--- config.mk ---
export PLATFORM = sky130hd
export DESIGN_NAME = alu_multiciclo
export DESIGN_NICKNAME = d
export VERILOG_FILES = /design/src/rtl/alu_pkg.sv /design/src/rtl/alu_mul_div_iter.sv /design/src/rtl/alu_multiciclo.sv
export SDC_FILE = /design/constraint.sdc
export NUM_CORES = 1
export LEC_CHECK = 0
export BUFFER_PORTS_ARGS = -buffer_cell sky130_fd_sc_hd__buf_2
export CORE_UTILIZATION = 65
export CTS_CLUSTER_DIAMETER = 80
export DETAILED_ROUTE_END_ITERATION = 6
export PLACE_DENSITY = 0.95
export SLEW_MARGIN = 20
export SYNTH_ARGS = -nofsm -noshare
export SYNTH_HDL_FRONTEND = slang
export SYNTH_SLANG_ARGS = --single-unit
--- constraint.sdc ---
create_clock -name clk -period 5.2 [get_ports clk]
set_input_delay 0.78 -clock clk [delete_from_list [all_inputs] [get_ports clk]]
set_output_delay 0.78 -clock clk [all_outputs]
set_load 0.02 [all_outputs]
--- src/rtl/alu_pkg.sv ---
// Shared definitions for the multi-cycle ALU: operation encodings and FSM states.
package alu_pkg;

  localparam logic [2:0] OP_ADD = 3'b000;
  localparam logic [2:0] OP_SUB = 3'b001;
  localparam logic [2:0] OP_AND = 3'b010;
  localparam logic [2:0] OP_OR  = 3'b011;
  localparam logic [2:0] OP_MUL = 3'b100;
  localparam logic [2:0] OP_DIV = 3'b101;

  typedef enum logic [1:0] {
    IDLE = 2'd0,
    CALC = 2'd1,
    FIN  = 2'd2
  } state_e;

endpackage

--- src/rtl/alu_mul_div_iter.sv ---
// Shared iterative datapath: shift-add multiply or restoring divide, one step per cycle.
module alu_mul_div_iter
  import alu_pkg::*;
#(
  parameter int WIDTH = 32
) (
  input  logic               clk,
  input  logic               rst,
  input  logic               load,
  input  logic               step,
  input  logic               is_div,
  input  logic [WIDTH-1:0]   a,
  input  logic [WIDTH-1:0]   b,
  output logic [2*WIDTH-1:0] acc_next,
  output logic               last
);

  localparam int CNT_W = $clog2(WIDTH) + 1;

  logic [2*WIDTH-1:0] acc;
  logic [WIDTH-1:0]   opnd;
  logic               div_q;
  logic [CNT_W-1:0]   cnt;
  logic [WIDTH:0]     mul_sum;
  logic [WIDTH:0]     rem_shift;
  logic [WIDTH:0]     rem_diff;

  // MUL keeps {partial product, multiplier}; DIV keeps {remainder, dividend/quotient}.
  always_comb begin
    mul_sum   = {1'b0, acc[2*WIDTH-1:WIDTH]} + {1'b0, opnd};
    rem_shift = {acc[2*WIDTH-1:WIDTH], acc[WIDTH-1]};
    rem_diff  = rem_shift - {1'b0, opnd};
    acc_next  = acc;
    if (div_q) begin
      if (!rem_diff[WIDTH])
        acc_next = {rem_diff[WIDTH-1:0], acc[WIDTH-2:0], 1'b1};
      else
        acc_next = {rem_shift[WIDTH-1:0], acc[WIDTH-2:0], 1'b0};
    end else begin
      if (acc[0])
        acc_next = {mul_sum, acc[WIDTH-1:1]};
      else
        acc_next = {1'b0, acc[2*WIDTH-1:1]};
    end
  end

  assign last = (cnt == CNT_W'(1));

  always_ff @(posedge clk) begin
    if (rst) begin
      acc   <= '0;
      opnd  <= '0;
      div_q <= 1'b0;
      cnt   <= '0;
    end else if (load) begin
      acc   <= is_div ? {{WIDTH{1'b0}}, a} : {{WIDTH{1'b0}}, b};
      opnd  <= is_div ? b : a;
      div_q <= is_div;
      cnt   <= CNT_W'(WIDTH);
    end else if (step) begin
      acc <= acc_next;
      cnt <= cnt - CNT_W'(1);
    end
  end

endmodule

--- src/rtl/alu_multiciclo.sv ---
// Multi-cycle ALU with Start/Busy/Done handshake; results and flags held until the next op ends.
module alu_multiciclo
  import alu_pkg::*;
#(
  parameter int WIDTH = 32
) (
  input  logic             clk,
  input  logic             rst,
  input  logic             Start,
  input  logic [2:0]       OP,
  input  logic [WIDTH-1:0] EntradaA,
  input  logic [WIDTH-1:0] EntradaB,
  output logic [WIDTH-1:0] Saida,
  output logic [WIDTH-1:0] SaidaHi,
  output logic             Zero,
  output logic             Overflow,
  output logic             DivZero,
  output logic             Busy,
  output logic             Done
);

  state_e             state, state_next;
  logic               accept, long_op, b_zero;
  logic [WIDTH-1:0]   sum, diff, res_lo, res_hi;
  logic               res_ovf, res_dz;
  logic [2*WIDTH-1:0] acc_next;
  logic               last;

  assign b_zero  = (EntradaB == '0);
  assign accept  = Start && (state != CALC);
  assign long_op = (OP == OP_MUL) || ((OP == OP_DIV) && !b_zero);
  assign Busy    = (state == CALC);
  assign Done    = (state == FIN);

  alu_mul_div_iter #(.WIDTH(WIDTH)) u_iter (
    .clk      (clk),
    .rst      (rst),
    .load     (accept && long_op),
    .step     (state == CALC),
    .is_div   (OP == OP_DIV),
    .a        (EntradaA),
    .b        (EntradaB),
    .acc_next (acc_next),
    .last     (last)
  );

  always_ff @(posedge clk) begin
    if (rst) state <= IDLE;
    else     state <= state_next;
  end

  // FIN doubles as an idle slot so a new op can start in the Done cycle.
  always_comb begin
    state_next = state;
    case (state)
      IDLE, FIN: state_next = accept ? (long_op ? CALC : FIN) : IDLE;
      CALC:      if (last) state_next = FIN;
      default:   state_next = IDLE;
    endcase
  end

  always_comb begin
    sum     = EntradaA + EntradaB;
    diff    = EntradaA - EntradaB;
    res_lo  = '0;
    res_hi  = '0;
    res_ovf = 1'b0;
    res_dz  = 1'b0;
    case (OP)
      OP_ADD: begin
        res_lo  = sum;
        res_ovf = (EntradaA[WIDTH-1] == EntradaB[WIDTH-1]) && (sum[WIDTH-1] != EntradaA[WIDTH-1]);
      end
      OP_SUB: begin
        res_lo  = diff;
        res_ovf = (EntradaA[WIDTH-1] != EntradaB[WIDTH-1]) && (diff[WIDTH-1] != EntradaA[WIDTH-1]);
      end
      OP_AND: res_lo = EntradaA & EntradaB;
      OP_OR:  res_lo = EntradaA | EntradaB;
      OP_DIV: begin
        res_lo = '1;
        res_hi = EntradaA;
        res_dz = 1'b1;
      end
      default: ;
    endcase
  end

  // Long ops capture the final iteration directly so Done lands WIDTH+1 cycles after Start.
  always_ff @(posedge clk) begin
    if (rst) begin
      Saida    <= '0;
      SaidaHi  <= '0;
      Zero     <= 1'b0;
      Overflow <= 1'b0;
      DivZero  <= 1'b0;
    end else if ((state == CALC) && last) begin
      Saida    <= acc_next[WIDTH-1:0];
      SaidaHi  <= acc_next[2*WIDTH-1:WIDTH];
      Zero     <= (acc_next[WIDTH-1:0] == '0);
      Overflow <= 1'b0;
      DivZero  <= 1'b0;
    end else if (accept && !long_op) begin
      Saida    <= res_lo;
      SaidaHi  <= res_hi;
      Zero     <= (res_lo == '0);
      Overflow <= res_ovf;
      DivZero  <= res_dz;
    end
  end

endmodule
# [Word-level counts from Yosys, hierarchy flattened]
# Index checks and enable logic that the tools add are counted.
[classes] addsub=5 n_eq_ne=14 n_mux=23 bitwise_logic=2 reduce_logical=20
[ops] op="64-bit 2-to-1 mux" n=5
[ops] op="32-bit 2-to-1 mux" n=7
[ops] op="32-bit one-hot mux with 5 select lines" n=1
[ops] op="32-bit logical NOT" n=3
[ops] op="32-bit by 32-bit adder with 33-bit output" n=1
[ops] op="33-bit by 32-bit subtractor with 33-bit output" n=1
[ops] op="32-bit adder" n=1
[ops] op="32-bit bitwise AND" n=1
[ops] op="32-bit bitwise OR" n=1
[ops] op="32-bit subtractor" n=1
[ops] op="6-bit 2-to-1 mux" n=2
[ops] op="1-bit logical AND" n=7
[ops] op="3-bit by 2-bit equality test with 1-bit output (second input constant)" n=2
[ops] op="3-bit equality test (second input constant)" n=2
[ops] op="6-bit by 1-bit equality test with 1-bit output (second input constant)" n=1
[ops] op="2-bit 2-to-1 mux" n=3
[ops] op="2-bit OR reduction" n=3
[ops] op="6-bit by 1-bit subtractor with 6-bit output (second input constant)" n=1
[ops] op="2-bit by 1-bit != test with 1-bit output (second input constant)" n=2
[ops] op="2-bit one-hot mux with 2 select lines" n=1
[ops] op="2-bit nonzero test" n=2
[ops] op="3-bit by 1-bit equality test with 1-bit output (second input constant)" n=1
[ops] op="3-bit logical NOT" n=1
[ops] op="1-bit 2-to-1 mux" n=3
[ops] op="8 further kinds" n=11
[word_totals] regBits=172 in_bits=70 out_inout_bits=69 elab_cells=75

# [Depth between registers and ports, before layout]
# Gate-level depths: netlist of the first run.
[logic_depth] word_depth=8 depth_mapped=17 depth_no_buf=16

# [Modules after synthesis]
# From an unflattened synthesis of the first run, not the netlist that was laid out.
[hier_totals] cells_unflattened=2484 hier_area_um2=18108.6
[modules_own_cells] module="alu_mul_div_iter" n_inst=1 cells_per_inst=1279 area_per_inst_um2=9789.4 seq_area_each_um2=2062.0
[modules_own_cells] module="alu_multiciclo" n_inst=1 cells_per_inst=1205 area_per_inst_um2=8319.2 seq_area_each_um2=1381.3

# [Least setup slack after synthesis of the first run]
# No wires, ideal clock.
[synth_path] path_type="input-to-reg" from="input port EntradaB[7]" to="register Zero" setup_time_ps=70 t_arrival_ps=3526 required_ps=5130 path_slack_ps=1604 path_stages=15 path_buffers=1 cell_sequence="inv_1 -> ha_1 -> buf_6 -> nor2_2 -> a221oi_4 -> o21bai_1 -> a211oi_2 -> a21oi_2 -> o41ai_2 -> mux2i_1 -> xnor2_1 -> a221o_1 -> nor4b_2 -> and4_1 -> o2bb2ai_1"
[synth_via] elab_chain_len=7 word_cells_on_any_way=15 classes_between="2 x add/sub; 3 x mux; 2 x bitwise; 8 x reduce/logical"
[synth_lines] element="start, declared" line_no="alu_multiciclo.sv:12" text="input logic [WIDTH-1:0] EntradaB,"
[synth_lines] element="branches (longest 7 deep; another with 32-bit subtractor)"
[synth_lines] element="end signal, assigned" line_no="alu_multiciclo.sv:100" text="Zero <= (acc_next[WIDTH-1:0] == '0);"
[synth_lines] element="end signal, assigned" line_no="alu_multiciclo.sv:106" text="Zero <= (res_lo == '0);"
[synth_lines] element="end, declared" line_no="alu_multiciclo.sv:15" text="output logic Zero,"
# Parallel ways; which one is timed is not known. The select of a mux whose other input is x is not followed.
# A chain may end at the register's enable or synchronous reset.

# [Final worst setup path of the first run]
[layout_path] from="register u_iter.acc[31]" to="register SaidaHi[7]"
[layout_via] elab_chain_len=4
[layout_lines] element="start, declared" line_no="alu_mul_div_iter.sv:20" text="logic [2*WIDTH-1:0] acc;"
[layout_lines] element="start signal, assigned" line_no="alu_mul_div_iter.sv:56" text="acc <= is_div ? {{WIDTH{1'b0}}, a} : {{WIDTH{1'b0}}, b};"
[layout_lines] element="start signal, assigned" line_no="alu_mul_div_iter.sv:61" text="acc <= acc_next;"
[layout_lines] element="33-bit by 32-bit subtractor with 33-bit output" line_no="alu_mul_div_iter.sv:32" text="rem_diff = rem_shift - {1'b0, opnd};"
[layout_lines] element="64-bit 2-to-1 mux" line_no="alu_mul_div_iter.sv:35" text="if (!rem_diff[WIDTH])"
[layout_lines] element="64-bit 2-to-1 mux" line_no="alu_mul_div_iter.sv:34" text="if (div_q) begin"
[layout_lines] element="32-bit 2-to-1 mux" line_no="alu_multiciclo.sv:97" text="end else if ((state == CALC) && last) begin"
[layout_lines] element="end signal, assigned" line_no="alu_multiciclo.sv:99" text="SaidaHi <= acc_next[2*WIDTH-1:WIDTH];"
[layout_lines] element="end signal, assigned" line_no="alu_multiciclo.sv:105" text="SaidaHi <= res_hi;"
[layout_lines] element="end, declared" line_no="alu_multiciclo.sv:14" text="output logic [WIDTH-1:0] SaidaHi,"
# No other way between the ends.

==> impl_metrics.yaml, run 1 <==
sta:
  fmax_mhz: 218
  layout_setup_ws_ns: 0.618
  period_needed_ns: 4.58
  hold_viol_final: 0
  period_share_pct: 88.1
  slew_viol_final: 0
  slew_headroom_pct: 19.6
  final-setup-viol-count: 0
  tightest_slew_ns: 1.20
  whs_ns: 0.470
  rsz0062_at_grt: "no"
  skew_ns: 0.0165
  setup_tns_ns: 0
placed_design:
  dp_hpwl_mm: 47.1
  port_buffers: 138
  routabilityCongestion: 1.02
  dp_slack_ns: 0.767
  dp.cells: 2755
min_path:
  hp-class: "reg2reg"
  hold_depth: 2
synth:
  ys_seq_area_share_pct: 19.9
  synth.area.top_cells: "dfxtp_1 (20%), ha_1 (12%), a21oi_1 (7.4%)"
  syn_nets: 2649
  yosys_warnings: 0
  synth_ff_type: "dfxtp_1"
  yosysTopAreaCellShare_pct: 19.9
  synth_edf_count: 0
  yosysUniqueCellTypes: 104
  yosysMostFrequentCell: "nand2_1"
  ys_ff_latch: 172
  syn_inst: 2407
  synth_area_sq_um: 17300
  avgSynthCellArea_sq_um: 7.20
  async_reset_ff_share_pct: 0
  ys_top_cells_by_count: "nand2_1 (279), a21oi_1 (257), nor2_1 (256), dfxtp_1 (172), ha_1 (168)"
  yosys.area.top_type: "dfxtp_1"
cells_and_area:
  num-fill-cells: 2127
  layout-drive-gt1-share_pct: 12.5
  fin_cells: 2788
  multi_input_area_sq_um: 12700
  syn_to_final_growth_pct: 7.51
  final_nets: 2681
  regArea_sq_um: 3450
floorplanning:
  die_x_um: 165
  fp.dieArea_sq_um: 27300
  ioPinCount: 139
  start_util_pct: 66.3
  die_y_um: 165
  num_rows: 59
  core_sq_um: 26100
setup_path:
  cp_data_arrival_time_ns: 4.88
  ff2ff_path_depth: 17
  cp_max_fo: 10
  ff2ff_setup_slack_ns: 0.62
  cp-startpoint: "u_iter.acc[31]"
  critPathRequiredTime_ns: 5.50
  path_cells: "inv_1, ha_1, inv_1, fa_1, a211oi_1, o211ai_2, nand2_1, o2111ai_1, a21oi_2, o221ai_4, xor2_2, buf_4, nand2_1, o211ai_1, o21ai_0, a222oi_1, nor2_1"
  max_stage_delay_ns: 0.45
  reg2reg_from: "u_iter.acc[31]"
  endpoint_kind: "register"
  cp-start-kind: "register"
  cp_slowest_cell: "xor2_2"
  worstReg2RegEnd: "SaidaHi[7]"
  path_class: "reg2reg"
  worstSetupEndpoint: "SaidaHi[7]"
route:
  postRouteAntennaNets: 0
  vias: 19974
  drt-total-wl_mm: 64.6
  post_drt_wl_per_cell_um: 23.2
  firstDrtPassIters: 7
  viasPerCell: 7.16
  drc: 6
  drt_iter0_markers: 3282
outcome:
  violations: "DRC"
  status: "finished with violations"
clock_tree:
  cts_buffer_depth: 2
  clk_pin_slew_ns: 0.08
  post_cts_resize_count: 0
  clock_sinks: 172
  post_cts_buffers: 0
  clock-root-buffer: "clkbuf_16"
  cts_buffers: 17
  cts_tree: "yes"
  clk_latency_ns: 0.44
  ctsHoldBuffers: 0
  htree_levels: 4
grt:
  antenna_found_initial: 1
  grt_max_degree: 98
  grt.overflow.total: 0
  grt_pass1_vias: 18012
  grt.total_usage_pct: 46.0
  grt_pass1_wl_mm: 97.5
power:
  peakVddDrop_v: 0.000173
  power_density_nw_per_um2: 222
  p_leak_nw: 7.87
  total_power_mw: 4.14
job:
  maxCapViolCount: 0
-- per-stage QoR --
stage	util [%]	cell area (sq um)
final	71.3	18600
after global routing	71.3	18600
after CTS	71.3	18600
after detailed placement	69.1	18100
after global placement	69.1	18100
after floorplan	-	17300
-- worst min path at each step --
stage	slack, ns	to	startpoint
after CTS	0.47	Saida[3]	Saida[3]
final	0.47	Saida[1]	Saida[1]
after floorplan	0.47	u_iter.acc[31]	u_iter.acc[31]
after global placement	0.44	Saida[4]	Saida[4]
after global routing	0.51	Saida[1]	Saida[1]
after detailed placement	0.46	Saida[1]	Saida[1]
-- flip-flops by register name (all words and copies together) (netlist names), 2 cells and up --
signal,flops
SaidaHi,32
u_iter.acc,64
Saida,32
u_iter.opnd,32
u_iter.cnt,6
state,2
-- cells in the final DEF (no fill, tap or decap), types with 29 or more instances in the layout --
cell type / netlist / routed
nand3_1: 72 / 72
a311oi_1: 42 / 42
ha_1: 168 / 168
o211ai_1: 30 / 30
nor2_1: 256 / 251
nand2_1: 279 / 279
nor4_1: 29 / 29
dfxtp_1: 172 / 171
inv_1: 144 / 144
o21ai_0: 116 / 116
a31oi_1: 29 / 29
xnor2_1: 41 / 41
a21o_1: 45 / 45
nor3_1: 66 / 64
a211oi_1: 41 / 41
a21oi_1: 257 / 257
buf_4: 5 / 34
buf_2: 14 / 137
-- layout make-up --
type                            instances  share of cell area [%]
Tap cell                              335                    2.25
Antenna cell                            1                  0.0134
Multi-Input combinational cell       1928                    68.1
Clock buffer                           19                    2.38
Clock inverter                         13                   0.699
Inverter                              149                    3.00
Timing Repair Buffer                  171                    5.05
Sequential cell                       172                    18.5
-- report_power, final --
group | leakage, nW | switching, mW | internal, mW
Sequential | 1.40 | 0.0673 | 1.38
Combinational | 6.19 | 0.938 | 0.479
Clock | 0.274 | 0.587 | 0.685
Total | 7.87 | 1.59 | 2.54
-- cell families (layout without fill, tap and decap cells) --
| kind of cell | Yosys count | count (layout) | share of synthesized area (%) |
|---|---|---|---|
| other cells | 0 | 1 | 0 |
| flops | 172 | 172 | 19.9 |
| xor+xnor | 68 | 68 | 3.52 |
| fa+ha+maj | 172 | 172 | 12.6 |
| simple gates | 833 | 833 | 22.0 |
| compound gates | 811 | 811 | 32.1 |
| mux | 44 | 44 | 2.74 |
| buf+inv | 307 | 352 | 7.17 |
-- worst max-delay path: cells and delay by family, from the launching register on --
kind | cells | cell delay [ns]
buffers and inverters | 3 | 0.56
AND/OR/NAND/NOR | 3 | 0.29
XOR/XNOR | 1 | 0.45
flip-flops | 1 | 0.31
adder cells (fa/ha/maj) | 2 | 0.68
AO/OA/AOI/OAI | 8 | 2.13
-- routing by layer --
metal	global-route usage [%]	share of wire, %	vias up
li1	-	-	8834
met1	60.4	38	9272
met2	69.3	42	1551
met3	12.1	14	317
met4	23.1	5.5	0
met5	0	0	-
Power figures use the tool's default switching activity.
==> inputs of run 2 (changes only) <==
--- a/config.mk
+++ b/config.mk
@@ -6,10 +6,10 @@
 export NUM_CORES = 1
 export LEC_CHECK = 0
 export BUFFER_PORTS_ARGS = -buffer_cell sky130_fd_sc_hd__buf_2
-export CORE_UTILIZATION = 65
+export CORE_UTILIZATION = 56
 export CTS_CLUSTER_DIAMETER = 80
 export DETAILED_ROUTE_END_ITERATION = 6
-export PLACE_DENSITY = 0.95
+export PLACE_DENSITY = 0.9
 export SLEW_MARGIN = 20
 export SYNTH_ARGS = -nofsm -noshare
 export SYNTH_HDL_FRONTEND = slang
==> constraint.sdc (replaced) <==
create_clock -name clk -period 4 [get_ports clk]
set_input_delay 0.6 -clock clk [delete_from_list [all_inputs] [get_ports clk]]
set_output_delay 0.6 -clock clk [all_outputs]
set_load 0.02 [all_outputs]
==> impl_metrics.yaml, run 2 (same netlist as run 1, synthesis figures left out) <==
outcome:
  status: "finished with violations"
  violations: "DRC"
grt:
  grtUsageMet1_pct: 53.8
  grtUsageMet3_pct: 7.84
  grt.total_usage_pct: 40.1
  antenna_found_initial: 2
  grt.overflow.total: 0
  top_usage_layer: "met2"
  grt_pass1_wl_mm: 100
  grtUsageMet2_pct: 60.7
  grt_max_degree: 175
  grt_pass1_vias: 18599
placed_design:
  port_buffers: 138
  dp_hpwl_mm: 48.1
  routabilityCongestion: 1.05
  dp_slack_ns: -0.105
cells_and_area:
  final_cell_mix: "nand2_1 (279), a21oi_1 (257), nor2_1 (251), dfxtp_1 (171), ha_1 (168)"
  regArea_sq_um: 3450
  largest_reg_flops: 64
  syn_to_final_growth_pct: 12.0
  multi_input_area_sq_um: 12700
  num-fill-cells: 2651
  layout-drive-gt1-share_pct: 15.5
  top_register: "u_iter.acc"
  layout_commonest_cell: "nand2_1"
  postLayoutCoreUtil_pct: 63.6
  final_nets: 2765
clock_tree:
  ctsHoldBuffers: 0
  htree_levels: 4
  clk_pin_slew_ns: 0.07
  cts_buffer_depth: 2
  cts_tree: "yes"
  clock-root-buffer: "clkbuf_16"
  cts_buffers: 17
  clock_sinks: 172
  clk_latency_ns: 0.44
sta:
  period_needed_ns: 3.80
  rsz0062_at_grt: "no"
  tightest_slew_ns: 1.15
  period_share_pct: 94.9
  layout_setup_ws_ns: 0.202
  hold_viol_final: 0
  final-setup-viol-count: 0
  slew_headroom_pct: 23.0
  slew_viol_final: 0
  fmax_mhz: 263
  skew_ns: 0.0129
  whs_ns: 0.455
power:
  peakVddDrop_v: 0.000306
  total_power_mw: 5.47
  power_density_nw_per_um2: 282
  p_leak_nw: 8.30
floorplanning:
  fp.dieArea_sq_um: 31600
  die_x_um: 178
  ioPinCount: 139
  core_sq_um: 30500
  start_util_pct: 56.8
  num_rows: 64
  die_y_um: 178
setup_path:
  path_class: "reg2reg"
  reg2reg_from: "u_iter.opnd[0]"
  cp-start-kind: "register"
  critPathRequiredTime_ns: 4.37
  critPathBufInv: 3
  cp_max_fo: 24
  cp_common_cell: "nand2_1"
  crit_family: "compound AO/OA/AOI/OAI gates"
  endpoint_kind: "register"
  cp-startpoint: "u_iter.opnd[0]"
  cp_slowest_cell: "fa_1"
  max_stage_delay_ns: 0.45
  cp_data_arrival_time_ns: 4.17
  path_cells: "ha_1, inv_1, fa_1, a211oi_1, o211ai_2, nand2_1, o2111ai_1, a21oi_2, buf_4, o221ai_4, xnor2_2, buf_12, or3_1, a31oi_1, nand2_1, a21oi_1"
route:
  postRouteAntennaNets: 0
  firstDrtPassIters: 7
  viasPerCell: 6.83
  drc: 2
  post_drt_wl_per_cell_um: 22.1
  drt-total-wl_mm: 64.8
  vias: 20049
  drt_iter0_markers: 3367
min_path:
  hp-class: "reg2reg"
  min_from: "Saida[3]"
job:
  maxCapViolCount: 0
## run 2: changes by cell type in the layout (fill, tap and decap cells not counted)
| cell | delta |
|---|---|
| inv_6 | -3 |
| a2111oi_0 | -1 |
| buf_12 | +5 |
| o21ai_1 | +1 |
| nor3_1 | -1 |
| inv_8 | +1 |
| clkinv_4 | +1 |
| diode_2 | +2 |
| buf_4 | +79 |
| inv_4 | +1 |
| nor3_2 | +1 |
| o21ai_0 | -1 |
| a2111oi_1 | +1 |
## run 2: cell type report
type	instances	share of cell area, %
Multi-Input combinational cell	1928	65.4
Antenna cell	3	0.0387
Sequential cell	172	17.8
Tap cell	396	2.55
Inverter	149	2.88
Clock buffer	19	2.28
Clock inverter	13	0.670
Timing Repair Buffer	255	8.42
## run 2: metal layers
layer  vias to the layer above  wire (um)
li1                       9019          -
met1                      9313      25300
met2                      1443      27700
met3                       274       8400
met4                         0       3270
met5                         -          0
## run 2: worst register-to-register path: stages (launching register included)
cell	delay, ns
dfxtp_1	0.39
ha_1	0.20
inv_1	0.06
fa_1	0.45
a211oi_1	0.39
o211ai_2	0.16
nand2_1	0.11
o2111ai_1	0.20
a21oi_2	0.21
buf_4	0.16
o221ai_4	0.13
xnor2_2	0.18
buf_12	0.18
or3_1	0.41
a31oi_1	0.28
nand2_1	0.10
a21oi_1	0.14
## run 2: path summary, 6_finish.rpt
kind	end	slack, ns	depth (start not counted)
hold / removal	Saida[3]	0.46	2
setup reg to reg	u_iter.acc[35]	0.20	16
setup / recovery	u_iter.acc[35]	0.20	16
hold reg to reg	Saida[3]	0.46	2
## run 2: power by group
part           internal, mW  switching (mW)
registers              1.79          0.0834
clock network         0.889           0.760
logic                 0.723            1.23
## run 2: what timing repair did
action | in CTS | in global routing
setup endpoints to repair | 0 | 17
buffers inserted | 0 | 2
resized for setup | 0 | 3
## run 2: per-stage QoR
step	std cells	area [sq um]	TNS, ns
after floorplan	2407	17300	0
after global placement	2898	18800	-0.0860
after detailed placement	2898	18800	-0.105
after CTS	2930	19400	0
after global routing	2934	19400	0
final	2935	19400	0
